--- src/rtl/bus_arbiter.sv ---
// rtl/bus_arbiter.sv - two-port round-robin arbiter and fixed-wait access sequencer
// Every output is a register fed from next-state logic; no input reaches an output combinationally.
module bus_arbiter #(
  parameter int WAIT = 2
) (
  input  logic        clk,
  input  logic        reset,
  input  logic        req0,
  input  logic        we0,
  input  logic [15:0] addr0,
  input  logic [15:0] wdata0,
  output logic        ack0,
  input  logic        req1,
  input  logic        we1,
  input  logic [15:0] addr1,
  input  logic [15:0] wdata1,
  output logic        ack1,
  output logic [15:0] rdata,
  output logic [15:0] bus_addr,
  output logic        bus_oe,
  output logic [15:0] bus_wdata,
  input  logic [15:0] bus_rdata,
  output logic        busy,
  output logic        owner
);

  typedef enum logic [1:0] {
    IDLE   = 2'd0,
    ACCESS = 2'd1,
    DONE   = 2'd2
  } state_t;

  localparam logic [3:0] CNT_INIT = 4'(WAIT - 1);

  state_t      state, state_nx;
  logic [3:0]  cnt, cnt_nx;
  logic        last, last_nx;
  logic        owner_nx;
  logic        bus_we, bus_we_nx;
  logic        grant;
  logic [15:0] bus_addr_nx, bus_wdata_nx, rdata_nx;
  logic        ack0_nx, ack1_nx, busy_nx, bus_oe_nx;

  always_ff @(posedge clk or negedge reset) begin
    if (!reset) begin
      state     <= IDLE;
      cnt       <= 4'd0;
      last      <= 1'b1;
      owner     <= 1'b0;
      bus_we    <= 1'b0;
      bus_addr  <= 16'h0000;
      bus_wdata <= 16'h0000;
      rdata     <= 16'h0000;
      ack0      <= 1'b0;
      ack1      <= 1'b0;
      busy      <= 1'b0;
      bus_oe    <= 1'b0;
    end else begin
      state     <= state_nx;
      cnt       <= cnt_nx;
      last      <= last_nx;
      owner     <= owner_nx;
      bus_we    <= bus_we_nx;
      bus_addr  <= bus_addr_nx;
      bus_wdata <= bus_wdata_nx;
      rdata     <= rdata_nx;
      ack0      <= ack0_nx;
      ack1      <= ack1_nx;
      busy      <= busy_nx;
      bus_oe    <= bus_oe_nx;
    end
  end

  always_comb begin
    state_nx     = state;
    cnt_nx       = cnt;
    last_nx      = last;
    owner_nx     = owner;
    bus_we_nx    = bus_we;
    bus_addr_nx  = bus_addr;
    bus_wdata_nx = bus_wdata;
    rdata_nx     = rdata;
    grant        = 1'b0;

    case (state)
      IDLE: begin
        if (req0 || req1) begin
          // Under contention the port that did not win last time goes first.
          grant        = (req0 && req1) ? ~last : req1;
          state_nx     = ACCESS;
          cnt_nx       = CNT_INIT;
          owner_nx     = grant;
          bus_we_nx    = grant ? we1 : we0;
          bus_addr_nx  = grant ? addr1 : addr0;
          bus_wdata_nx = grant ? wdata1 : wdata0;
        end
      end
      ACCESS: begin
        if (cnt != 4'd0) begin
          cnt_nx = cnt - 4'd1;
        end else begin
          if (!bus_we) rdata_nx = bus_rdata;
          last_nx  = owner;
          state_nx = DONE;
        end
      end
      DONE: begin
        state_nx = IDLE;
      end
      default: begin
        state_nx = IDLE;
      end
    endcase

    // Registered outputs are decoded from the state being entered.
    ack0_nx   = (state_nx == DONE) && !owner_nx;
    ack1_nx   = (state_nx == DONE) && owner_nx;
    busy_nx   = (state_nx != IDLE);
    bus_oe_nx = (state_nx == ACCESS) && bus_we_nx;
  end

endmodule
--- config.mk ---
export PLATFORM = sky130hd
export DESIGN_NAME = bus_arbiter
export DESIGN_NICKNAME = d
export VERILOG_FILES = /design/src/rtl/bus_arbiter.sv
export SDC_FILE = /design/constraint.sdc
export NUM_CORES = 1
export LEC_CHECK = 0
export CORE_UTILIZATION = 40
export DETAILED_ROUTE_END_ITERATION = 16
export GPL_ROUTABILITY_DRIVEN = 0
export PLACE_DENSITY = 0.81
export SLEW_MARGIN = 20
export SYNTH_ARGS = -nofsm -noshare
export SYNTH_HDL_FRONTEND = slang
export SYNTH_SLANG_ARGS = --single-unit
--- constraint.sdc ---
create_clock -name clk -period 2.3 [get_ports clk]
set_clock_uncertainty 0.15 [all_clocks]
set_input_delay 0.575 -clock clk [delete_from_list [all_inputs] [get_ports clk]]
set_output_delay 0.575 -clock clk [all_outputs]
set_load 0.05 [all_outputs]
# --- Word-level counts from Yosys, hierarchy flattened ---
# Index checks and enable logic that the tools add are counted.
word_totals:
  output_inout_bits: 53
  elab_cells: 49
  latch_bits: 0
  register_bits: 61
  ramBits: 0
  input_bits: 86
  mem_bits_ro: 0
  n_memories: 0
classes:
  reduce_logical: 14
  n_mux: 14
  mul: 0
  addsub: 1
  n_eq_ne: 5
  order_cmp: 0
  bitwise_logic: 3
  div_mod_pow: 0
  shift: 0
op_table:
  columns: ["cell", "count"]
  rows:
  - ["2-to-1 mux 16 bit", 2]
  - ["2-to-1 mux 4 bit", 2]
  - ["one-hot mux 4 bit (2 select lines)", 1]
  - ["2-to-1 mux 1 bit", 6]
  - ["AND reduction 3 bit", 2]
  - ["== test 2 x 1 -> 1 bit (second input constant)", 2]
  - ["logical AND 1 bit", 4]
  - ["2-to-1 mux 2 bit", 2]
  - ["!= test 2 bit (second input constant)", 2]
  - ["one-hot mux 2 bit (2 select lines)", 1]
  - ["AND reduction 2 bit", 2]
  - ["nonzero test 2 bit", 2]
  - ["nonzero test 4 bit", 1]
  - ["subtractor 4 x 1 -> 4 bit (second input constant)", 1]
  - ["NOT 1 bit", 3]
  - ["== test 2 bit (second input constant)", 1]
  - ["zero test 2 bit", 1]
  - ["zero test 1 bit", 1]
  - ["logical OR 1 bit", 1]

# --- Longest topological paths before layout ---
depth:
  depth_word: 6
  mapped_depth: 7
  depth_no_buf: 5

# --- Worst setup path after synthesis ---
# No wires, ideal clock.
synth_path:
  path_type: "register to register"
  from: "register cnt[0]"
  to: "register rdata[10]"
  n_path_buf: 2
  slack_ns: 0.192
  path_stages_with_launch: 8
  t_arrival_ns: 1.833
  setup_time_ns: 0.125
  synth_period_minus_slack_ns: 2.108
  t_required_ns: 2.025
  path_cell_list: "dfrtp_1 > inv_1 > ha_1 > or3b_1 > buf_6 > nor3_4 > buf_6 > mux2_2"
synth_via:
  elab_chain_len: 3
synth_rtl:
  columns: ["element", "line_no", "text"]
  rows:
  - ["from (decl)", "36", "logic [3:0] cnt, cnt_nx;"]
  - ["from (signal assigned)", "60", "cnt <= cnt_nx;"]
  - ["nonzero test 4 bit", "99", "if (cnt != 4'd0) begin"]
  - ["NOT 1 bit (no source line)", null, null]
  - ["AND reduction 3 bit (no source line)", null, null]
  - ["to (signal assigned)", "66", "rdata <= rdata_nx;"]
  - ["to (decl)", "18", "output logic [15:0] rdata,"]
# No other way between the ends.
# A chain may end at the register's enable or synchronous reset.

# --- Worst setup path after layout ---
layout_path:
  from: "register owner"
  to: "output port owner"
layout_rtl:
  columns: ["element", "line_no", "text"]
  rows:
  - ["from (decl)", "24", "output logic owner"]
  - ["from (signal assigned)", "62", "owner <= owner_nx;"]
# No word-level cell between the ends.

==> results.sh <==
export IMPL_avgSynthCellArea_um2=14.55
export IMPL_cts_buffer_depth=2
export IMPL_io_buffers=138
export IMPL_die_width_um=85.13
export IMPL_min_period_ps=2260
export IMPL_rsz0062_at_grt="no"
export IMPL_drv_cap=0
export IMPL_postLayoutCoreUtil=0.6929
export IMPL_setup_viol=0
export IMPL_core_area_um2=6495
export IMPL_cp_depth=1
export IMPL_nets=427
export IMPL_place_inst=405
export IMPL_cellPowerDensity_nw_per_um2=1565
export IMPL_clock_fmax_ghz=0.4424
export IMPL_synth_area_um2=2764
export IMPL_n_antenna_cell=0
export IMPL_ant_nets=0
export IMPL_cp_start_kind="flip-flop"
export IMPL_vias=2066
export IMPL_ys_ff_latch=61
export IMPL_required_ps=1570
export IMPL_critPathSlowestCell="clkdlybuf4s50_1"
export IMPL_worst_slew_pin_slew_ps=544.8
export IMPL_synth_top_area_frac=0.5432
export IMPL_die_h_um=85.13
export IMPL_cp_cell_sequence="clkdlybuf4s50_1"
export IMPL_stdcell_area_um2=4501
export IMPL_fin_setup_tns_ps=0
export IMPL_worstHoldPathType="in2async"
export IMPL_cts_setup_buffers=0
export IMPL_worstPathMaxFanout=3
export IMPL_drive_gt1_frac=0.3314
export IMPL_syn_to_final_growth_pct=62.83
export IMPL_synth_warnings=0
export IMPL_cp_num_buf_inv=1
export IMPL_drt_total_wl_um=6470
export IMPL_grt_pass1_vias=2181
export IMPL_grt_max_degree=62
export IMPL_hold_viol=0
export IMPL_cp_top_family="buffers and inverters"
export IMPL_timing_rr_end="rdata[3]$_DFFE_PN0P_"
export IMPL_clkTransAtPathRegs_ps=70
export IMPL_r2r_cells=6
export IMPL_drcViolationCount=0
export IMPL_clock_latency_ps=330
export IMPL_ys_flop_type="dfrtp_1"
export IMPL_grt_antenna_before_repair=0
export IMPL_drt_iter0_drc=55
export IMPL_irDropWorstVdd_mv=0.9445
export IMPL_p_leak_uw=0.001835
export IMPL_cts_buffers=9
export IMPL_crit_start="owner$_DFF_PN0_"
export IMPL_crit_type="reg2out"
export IMPL_max_stage_delay_ps=820
export IMPL_cts_tree="yes"
export IMPL_dp_hpwl_um=4835
export IMPL_place_area_um2=4302
export IMPL_synthTopCellsByArea="dfrtp_1, mux2_2, mux2i_1"
export IMPL_synth_edf_count=0
export IMPL_yosysTopAreaCell="dfrtp_1"
export IMPL_grt_pass1_wl_um=10500
export IMPL_netlist_cell_type_count=29
export IMPL_rr_startpoint="cnt[0]$_DFFE_PN0P_"
export IMPL_dieArea_um2=7246
export IMPL_root_buffer="clkbuf_8"
export IMPL_clkSinkCount=61
export IMPL_slew_viol_final=0
export IMPL_firstDrtPassIters=4
export IMPL_max_slew_margin_rel=0.6357
export IMPL_async_flop_share=1.000
export IMPL_post_drt_wl_per_cell_um=15.37
export IMPL_ctsHoldBuffers=0
export IMPL_cts_resized=0
export IMPL_outcome="complete, no violations"
export IMPL_grt_ovfl_total=0
export IMPL_r2r_setup_slack_ps=280
export IMPL_rows=29
export IMPL_synth_most_common_cell="mux2_2"
export IMPL_initial_core_util=0.4255
export IMPL_yosysSeqAreaShare=0.5527
export IMPL_ioPinCount=139
export IMPL_viasPerCell=4.907
export IMPL_syn_nets=278
export IMPL_grt_usage=0.1902
export IMPL_instances_no_fill=421
export IMPL_synthTopCellsByCount="mux2_2, dfrtp_1, o21ai_0, nor2_1"
export IMPL_crit_arrival_ps=1540
export IMPL_post_route_period_util=0.9828
export IMPL_endpoint="owner"
export IMPL_cp_end_kind="output port"
export IMPL_htree_num_levels=3
export IMPL_syn_inst=190
==> area by class of cell <==
cell class	count	area, µm²
repair buffers	146	1486
multi-input cells	118	1180
well taps	77	96.34
flip-flops and latches	61	1528
clock buffers	9	123.9
clock inverters	7	75.07
fillers	475	1994
inverters	3	11.26
==> power by group <==
part / switching [µW] / internal [µW]
sequential: 294 / 1620
combinational: 2480 / 1700
clock: 435 / 503
total: 3210 / 3830
==> placed cells by master, fill, tap and decap left out, types with 2 or more instances in the layout <==
cell type          n
nor2_1             4
buf_4              4
clkbuf_8           9
buf_12             4
clkinvlp_4         3
nand3_1            3
o21ai_0            6
inv_1              3
nor3_1             2
clkdlybuf4s50_1  137
ha_1               2
dfrtp_1           60
nand2_1            2
mux2_2            81
mux2i_1            3
==> state kept, by name (all words and copies together), names as in the netlist, 2 cells and up <==
signal / cells
state: 2
cnt: 4
rdata: 16
bus_addr: 16
bus_wdata: 16
==> routing by layer <==
metal  vias to the layer above  global-route usage  share of wire
met4                         0             0.09245          0.023
met5                         -                   0              0
li1                        989                   -              -
met1                       982              0.2254           0.41
met3                        11             0.05058          0.070
met2                        84              0.3211           0.50
==> cell families after synthesis <==
kind of cell,after synthesis,synth area share
multiplexers,84,0.3409
buffers and inverters,11,0.02399
adder cells (fa/ha/maj),2,0.009052
flip-flops,61,0.5527
AO/OA/AOI/OAI,12,0.03078
AND/OR/NAND/NOR,20,0.04256
==> through the flow <==
stage,total power [µW],worst slack [ps],hold WS (ps)
after floorplan,4716,191.8,129.4
after global placement,6079,-90.92,337.3
after detailed placement,6160,-147.6,340.0
after CTS,7130,14.02,87.66
after global routing,7384,1.004,106.0
final,7044,39.63,90.41
==> worst reg2reg max path, cell delays in order (launching register included) <==
cell and delay [ps]:
dfrtp_1 380, inv_1 110, ha_1 170, or3b_1 410, nor3_4 170, buf_12 180
mux2_2 340
==> worst min path at each step <==
stage                                         start                        end
after floorplan                               reset             ack0$_DFF_PN0_
after global placement    bus_wdata[14]$_DFFE_PN0P_  bus_wdata[14]$_DFFE_PN0P_
after detailed placement         cnt[3]$_DFFE_PN0P_         cnt[3]$_DFFE_PN0P_
after CTS                                     reset       rdata[2]$_DFFE_PN0P_
after global routing                          reset         state[1]$_DFF_PN0_
final                                         reset         state[1]$_DFF_PN0_
(Power assumes the default switching activity.)
==> patch 1: new RTL, config.mk and constraints unchanged <==
Make the reset (`reset`) synchronous in one clocked block.
--- a/src/rtl/bus_arbiter.sv
+++ b/src/rtl/bus_arbiter.sv
@@ -43,3 +43,3 @@
 
-  always_ff @(posedge clk or negedge reset) begin
+  always_ff @(posedge clk) begin
     if (!reset) begin
Behaviour: differs if reset is asserted again (counterexample within 4 cycles, from zero or initial values and one cycle with reset low); with reset held inactive, the same outputs for 10 cycles.
==> patch 1 against the unedited design <==
- first-iteration DRC count is 35% lower
- sequential cell count stayed put
- global-route usage is 0.59 points higher
- setup slack better by 0.051 ns
- utilization is 0.59 points higher
- synthesized area is 9.5% lower
- cell area is 7.0% lower
- worst hold slack better by 0.22 ns
- fmax is 2.3% higher
- wire length is 0.53% lower
- largest cell class is now buffers
Power is not compared: it rests on default switching activity, and its combinational part moved more than twofold at a synthesized area within 25%.
==> patch 1: results (changes against the unedited design) <==
stage;metric;value;unit;change
setup_path;Critical R2R Launch;cnt[0]$_SDFFE_PN0P_;;was cnt[0]$_DFFE_PN0P_
grt;GRT Overall Usage;19.61;%;was 19.02%
cts;H-tree Lvls;3;;unchanged
synth;top cells by count, synth;dfxtp_1, mux2i_1, nand2_1;;was mux2_2, dfrtp_1, o21ai_0
cts;CTS resizes;0;;unchanged
cts;clk buf depth;2;;unchanged
drt;WL final;6436;um;was 6470 um
finish;Final Net Count;464;;was 427
finish;Inserted Diodes;0;;unchanged
power;Worst VDD drop;0.4615;mV;
power;cell leakage power;1.548;nW;
min_path;Hold WC Path Type;flop to flop;;was input pin to async pin
setup_path;CP delay by family, top;buffers and inverters;;unchanged
grt;largest net degree at the start of global routing;38;;was 62
min_path;worst hold start;rdata[0]$_SDFFE_PN0P_;;
synth;synth top area cells;dfxtp_1, mux2i_1, o2bb2ai_1, nand2_1, buf_2;;was dfrtp_1, mux2_2, mux2i_1, o21ai_0, dfstp_2
setup_path;Crit-path slowest cell;clkdlybuf4s50_1;;unchanged
setup_path;CP max stage delay;0.82;ns;about the same
outcome;outcome;finished, final reports clean;;unchanged
grt;vias in the first global route;2178;;was 2181
sta;final hold vios;0;;unchanged
sta;pin slew with the least headroom to its limit;0.5265;ns;was 0.5448 ns
place;Buffers on Ports;138;;unchanged
cts;number of post-CTS setup repair buffers;0;;unchanged
synth;top_reg_cell synth;dfxtp_1;;was dfrtp_1
cts;worst skew pair latency;0.32;ns;
finish;Top Registers;bus_addr x16, bus_wdata x16, rdata x16;;unchanged
synth;Post-synth ARST share;0;%;was 100.0%
drt;initial DRC count;36;;was 55
grt;first-pass GRT wire length;9791;um;was 10500 um
synth;syn nets;324;;was 278
drt;Vias/cell;4.963;;was 4.907
finish;fraction of layout cells with a size suffix above 1;7.087;%;was 33.14%
cts;clk slew on worst S/H paths;0.07;ns;about the same
setup_path;crit path from;bus_wdata[12]$_SDFFE_PN0P_;;was owner$_DFF_PN0_
cts;CTS root buffer;clkbuf_8;;unchanged
synth;register area share after synthesis;48.82;%;was 55.27%
synth;Netlist cell types;34;;was 29
setup_path;critical path peak fanout;2;;was 3
synth;synthesis warning total;0;;unchanged
place;DP Wirelength;4895;um;was 4835 um
==> patch 1: cell count changes in the layout (fill, tap and decap cells not counted), sizes merged, moves of 3 or more <==
cell / unedited run / this run
nand2: 2 / 33
mux2: 81 / 0
clkbuf: 9 / 14
mux2i: 3 / 49
dfrtp: 60 / 0
a211oi: 0 / 3
dfxtp: 0 / 61
clkinvlp: 3 / 0
o21ai: 6 / 2
o2bb2ai: 0 / 32
==> patch 1: logic make-up after synthesis <==
group / synth area share (%)
DFF: 48.82
and+or+nand+nor: 10.96
AOI/OAI and AO/OA: 15.91
muxes: 19.61
buffers and inverters: 4.202
adders and majority gates: 0.5002
==> patch 1: final timing paths <==
path / cells past startpoint / endpoint / slack, ns
worst max register to register: 6 / rdata[8]$_SDFFE_PN0P_ / 0.33
worst min register to register: 2 / rdata[0]$_SDFFE_PN0P_ / 0.31
worst max-delay path: 1 / bus_wdata[12] / 0.09
worst min-delay path: 2 / rdata[0]$_SDFFE_PN0P_ / 0.31
==> patch 1: power by group through the flow <==
stage          clock network (mW)  logic (mW)  registers, mW
2_1_floorplan                   0       0.281           1.57
3_3_place_gp                    0        1.00           1.24
3_5_place_dp                    0        1.01           1.25
4_1_cts                     0.864        1.02           1.23
5_1_grt                     0.922        1.07           1.24
6_report                    0.838        1.01           1.23
==> patch 1: through the flow <==
stage | hold slack, ns | instances | area (um^2) | setup slack, ns | utilization (%)
after floorplan | 0.3109 | 237 | 2501 | 0.3688 | -
after CTS | 0.3076 | 456 | 4187 | 0.07358 | 69.88
after detailed placement | 0.2965 | 441 | 4009 | 0.08760 | 66.92
after global routing | 0.3244 | 456 | 4187 | 0.03381 | 69.88
final | 0.3080 | 456 | 4187 | 0.09048 | 69.88
after global placement | 0.2909 | 441 | 4009 | 0.1154 | 66.92
==> patch 1: layer usage <==
layer | vias up | global-route usage [%] | part of all wire [%]
met5 | - | 0 | 0
met4 | 0 | 6.429 | 0.19
met3 | 2 | 7.640 | 10
met2 | 91 | 33.61 | 47
met1 | 1025 | 22.19 | 42
li1 | 1145 | - | -
==> patch 1: layout make-up <==
| cell class | instances | area (um^2) |
|---|---|---|
| clock buffers | 14 | 172.7 |
| flip-flops and latches | 61 | 1221 |
| repair buffers | 146 | 1489 |
| inverters | 4 | 15.01 |
| clock inverters | 1 | 5.005 |
| multi-input cells | 155 | 1190 |
| fillers | 479 | 1804 |
| well taps | 75 | 93.84 |
==> patch 2: new RTL, same flow settings <==
Without the edit above. `bus_addr` no longer has a reset.
--- a/src/rtl/bus_arbiter.sv
+++ b/src/rtl/bus_arbiter.sv
@@ -50,3 +50,2 @@
       bus_we    <= 1'b0;
-      bus_addr  <= 16'h0000;
       bus_wdata <= 16'h0000;
@@ -63,3 +62,2 @@
       bus_we    <= bus_we_nx;
-      bus_addr  <= bus_addr_nx;
       bus_wdata <= bus_wdata_nx;
@@ -71,2 +69,6 @@
     end
+  end
+
+  always_ff @(posedge clk) begin
+    bus_addr <= bus_addr_nx;
   end
Check against the original RTL: not equivalent (Yosys sat finds a counterexample within 4 cycles, from zero or initial values and one cycle with reset low).
==> patch 2 against the unedited design <==
- total power shrank 10%
- count of clock-buffer cells in the layout rose by 2
- cell area shrank 1.7%
- sequential cell count unchanged
- synthesized area decreased by 4.1%
- sequential share of layout area increased by 2.4 points
- setup slack gained 0.036 ns
- worst hold slack better by 0.26 ns
- final cell count is 2.6% lower
- wire length down 3.6%
- die area shrank 4.0%
- non-clock buffer count is 5 higher
- via count decreased by 5.3%
- critical endpoint is now rdata[6]
- largest cell class unchanged
==> patch 2: results (changes against the unedited design) <==
stage;metric;value;unit;change
finish;Top Registers;bus_addr x16, bus_wdata x16, rdata x16;;unchanged
place;Buffers on Ports;138;;unchanged
grt;vias in the first global route;2113;;was 2181
place;DP Wirelength;4793;um;was 4835 um
power;Worst VDD drop;1.055;mV;was 0.9445 mV
grt;first-pass GRT wire length;10280;um;was 10500 um
synth;syn nets;260;;was 278
setup_path;CP delay by family, top;buffers and inverters;;unchanged
synth;top cells by count, synth;mux2_2, dfrtp_1, edfxtp_1;;was mux2_2, dfrtp_1, o21ai_0
synth;Netlist cell types;29;;unchanged
outcome;outcome;finished, final reports clean;;unchanged
drt;WL final;6236;um;was 6470 um
setup_path;Crit-path slowest cell;clkdlybuf4s50_1;;unchanged
cts;clk slew on worst S/H paths;0.07;ns;about the same
setup_path;critical path peak fanout;2;;was 3
finish;Filler cells;477;;was 475
place;placed cell area;4239;um^2;was 4302 um^2
sta;fin. max-slew vios;0;;unchanged
grt;largest net degree at the start of global routing;33;;was 62
min_path;Hold WC Path Type;flop to flop;;was input pin to async pin
cts;clk buf depth;2;;unchanged
cts;CTS Buf Count;9;;unchanged
synth;post-synth top area cell;dfrtp_1;;unchanged
setup_path;Critical Path AT;1.50;ns;was 1.54 ns
synth;register area share after synthesis;60.64;%;was 55.27%
grt;GRT Overall Usage;19.01;%;was 19.02%
synth;Post-synth ARST share;73.77;%;was 100.0%
finish;Final Net Count;416;;was 427
drt;Vias/cell;4.773;;was 4.907
setup_path;CP max stage delay;0.82;ns;about the same
synth;synth top area cells;dfrtp_1, mux2_2, edfxtp_1, mux2i_1, o21ai_0;;was dfrtp_1, mux2_2, mux2i_1, o21ai_0, dfstp_2
synth;Post-synth EDFFs;16;;was 0
cts;CTS root buffer;clkbuf_8;;unchanged
drt;initial DRC count;38;;was 55
place;Place WS;-0.05373;ns;was -0.1476 ns
finish;fraction of layout cells with a size suffix above 1;30.63;%;was 33.14%
power;cell leakage power;1.766;nW;was 1.835 nW
drt;drt pass-1 iters;4;;unchanged
sta;pin slew with the least headroom to its limit;0.5274;ns;was 0.5448 ns
synth;synthesis warning total;0;;unchanged
cts;number of post-CTS setup repair buffers;0;;unchanged
## patch 2: cell count changes in the layout (fill, tap and decap cells not counted), moves of 2 or more
cell,change
buf_4,+4
clkdlybuf4s50_1,-2
dfrtp_1,-16
edfxtp_1,+16
mux2_2,-16
## patch 2: layout make-up
class | instances | area share, %
Sequential cell | 61 | 36.33
Multi-Input combinational cell | 101 | 22.45
Clock buffer | 11 | 3.195
Inverter | 4 | 0.3393
Clock inverter | 5 | 0.8199
Tap cell | 77 | 2.177
Timing Repair Buffer | 151 | 34.69
## patch 2: layer usage
layer | vias to the layer above | global-route usage, % | part of all wire (%)
li1 | 941 | - | -
met1 | 920 | 23.18 | 42
met2 | 89 | 32.56 | 50
met3 | 7 | 5.268 | 7.0
met4 | 0 | 6.317 | 1.1
met5 | - | 0 | 0
## patch 2: cells by family after synthesis
family	count (synthesis)	share of synthesized area [%]
AND/OR/NAND/NOR	19	4.295
multiplexers	68	28.74
adder cells (fa/ha/maj)	2	0.9437
buffers and inverters	10	2.171
flip-flops	61	60.64
AO/OA/AOI/OAI	12	3.209
## patch 2: per-stage QoR
| step | utilization (%) | power [mW] | std cells | TNS [ns] |
|---|---|---|---|---|
| 2_1_floorplan | - | 4.242 | 172 | 0 |
| 3_3_place_gp | 66.38 | 5.464 | 393 | -0.3403 |
| 3_5_place_dp | 66.38 | 5.537 | 393 | -0.7813 |
| 4_1_cts | 69.30 | 6.392 | 410 | 0 |
| 5_1_grt | 69.30 | 6.630 | 410 | 0 |
| 6_report | 69.30 | 6.312 | 410 | 0 |
## patch 2: power breakdown
group	internal, mW	switching, mW	leakage [nW]
combinational	1.45	2.15	0.999
sequential	1.64	0.247	0.685
clock	0.420	0.416	0.0815
## patch 2: timing repair
action,in CTS,in global routing
endpoints found under the hold margin,10,0
endpoints found under the setup margin,1,0
gates resized for setup,1,0
hold buffers,1,0
## patch 2: final timing paths
| path | from | endpoint | slack (ns) | depth (start not counted) |
|---|---|---|---|---|
| worst min-delay path | bus_wdata[7]$_DFFE_PN0P_ | bus_wdata[7]$_DFFE_PN0P_ | 0.35 | 1 |
| worst min register to register | bus_wdata[7]$_DFFE_PN0P_ | bus_wdata[7]$_DFFE_PN0P_ | 0.35 | 1 |
| worst max register to register | cnt[0]$_DFFE_PN0P_ | rdata[6]$_DFFE_PN0P_ | 0.30 | 6 |
| min in group asynchronous | reset | ack0$_DFF_PN0_ | 0.50 | 2 |
| max in group asynchronous | reset | rdata[5]$_DFFE_PN0P_ | 0.92 | 3 |
| worst max-delay path | rdata[6]$_DFFE_PN0P_ | rdata[6] | 0.08 | 1 |
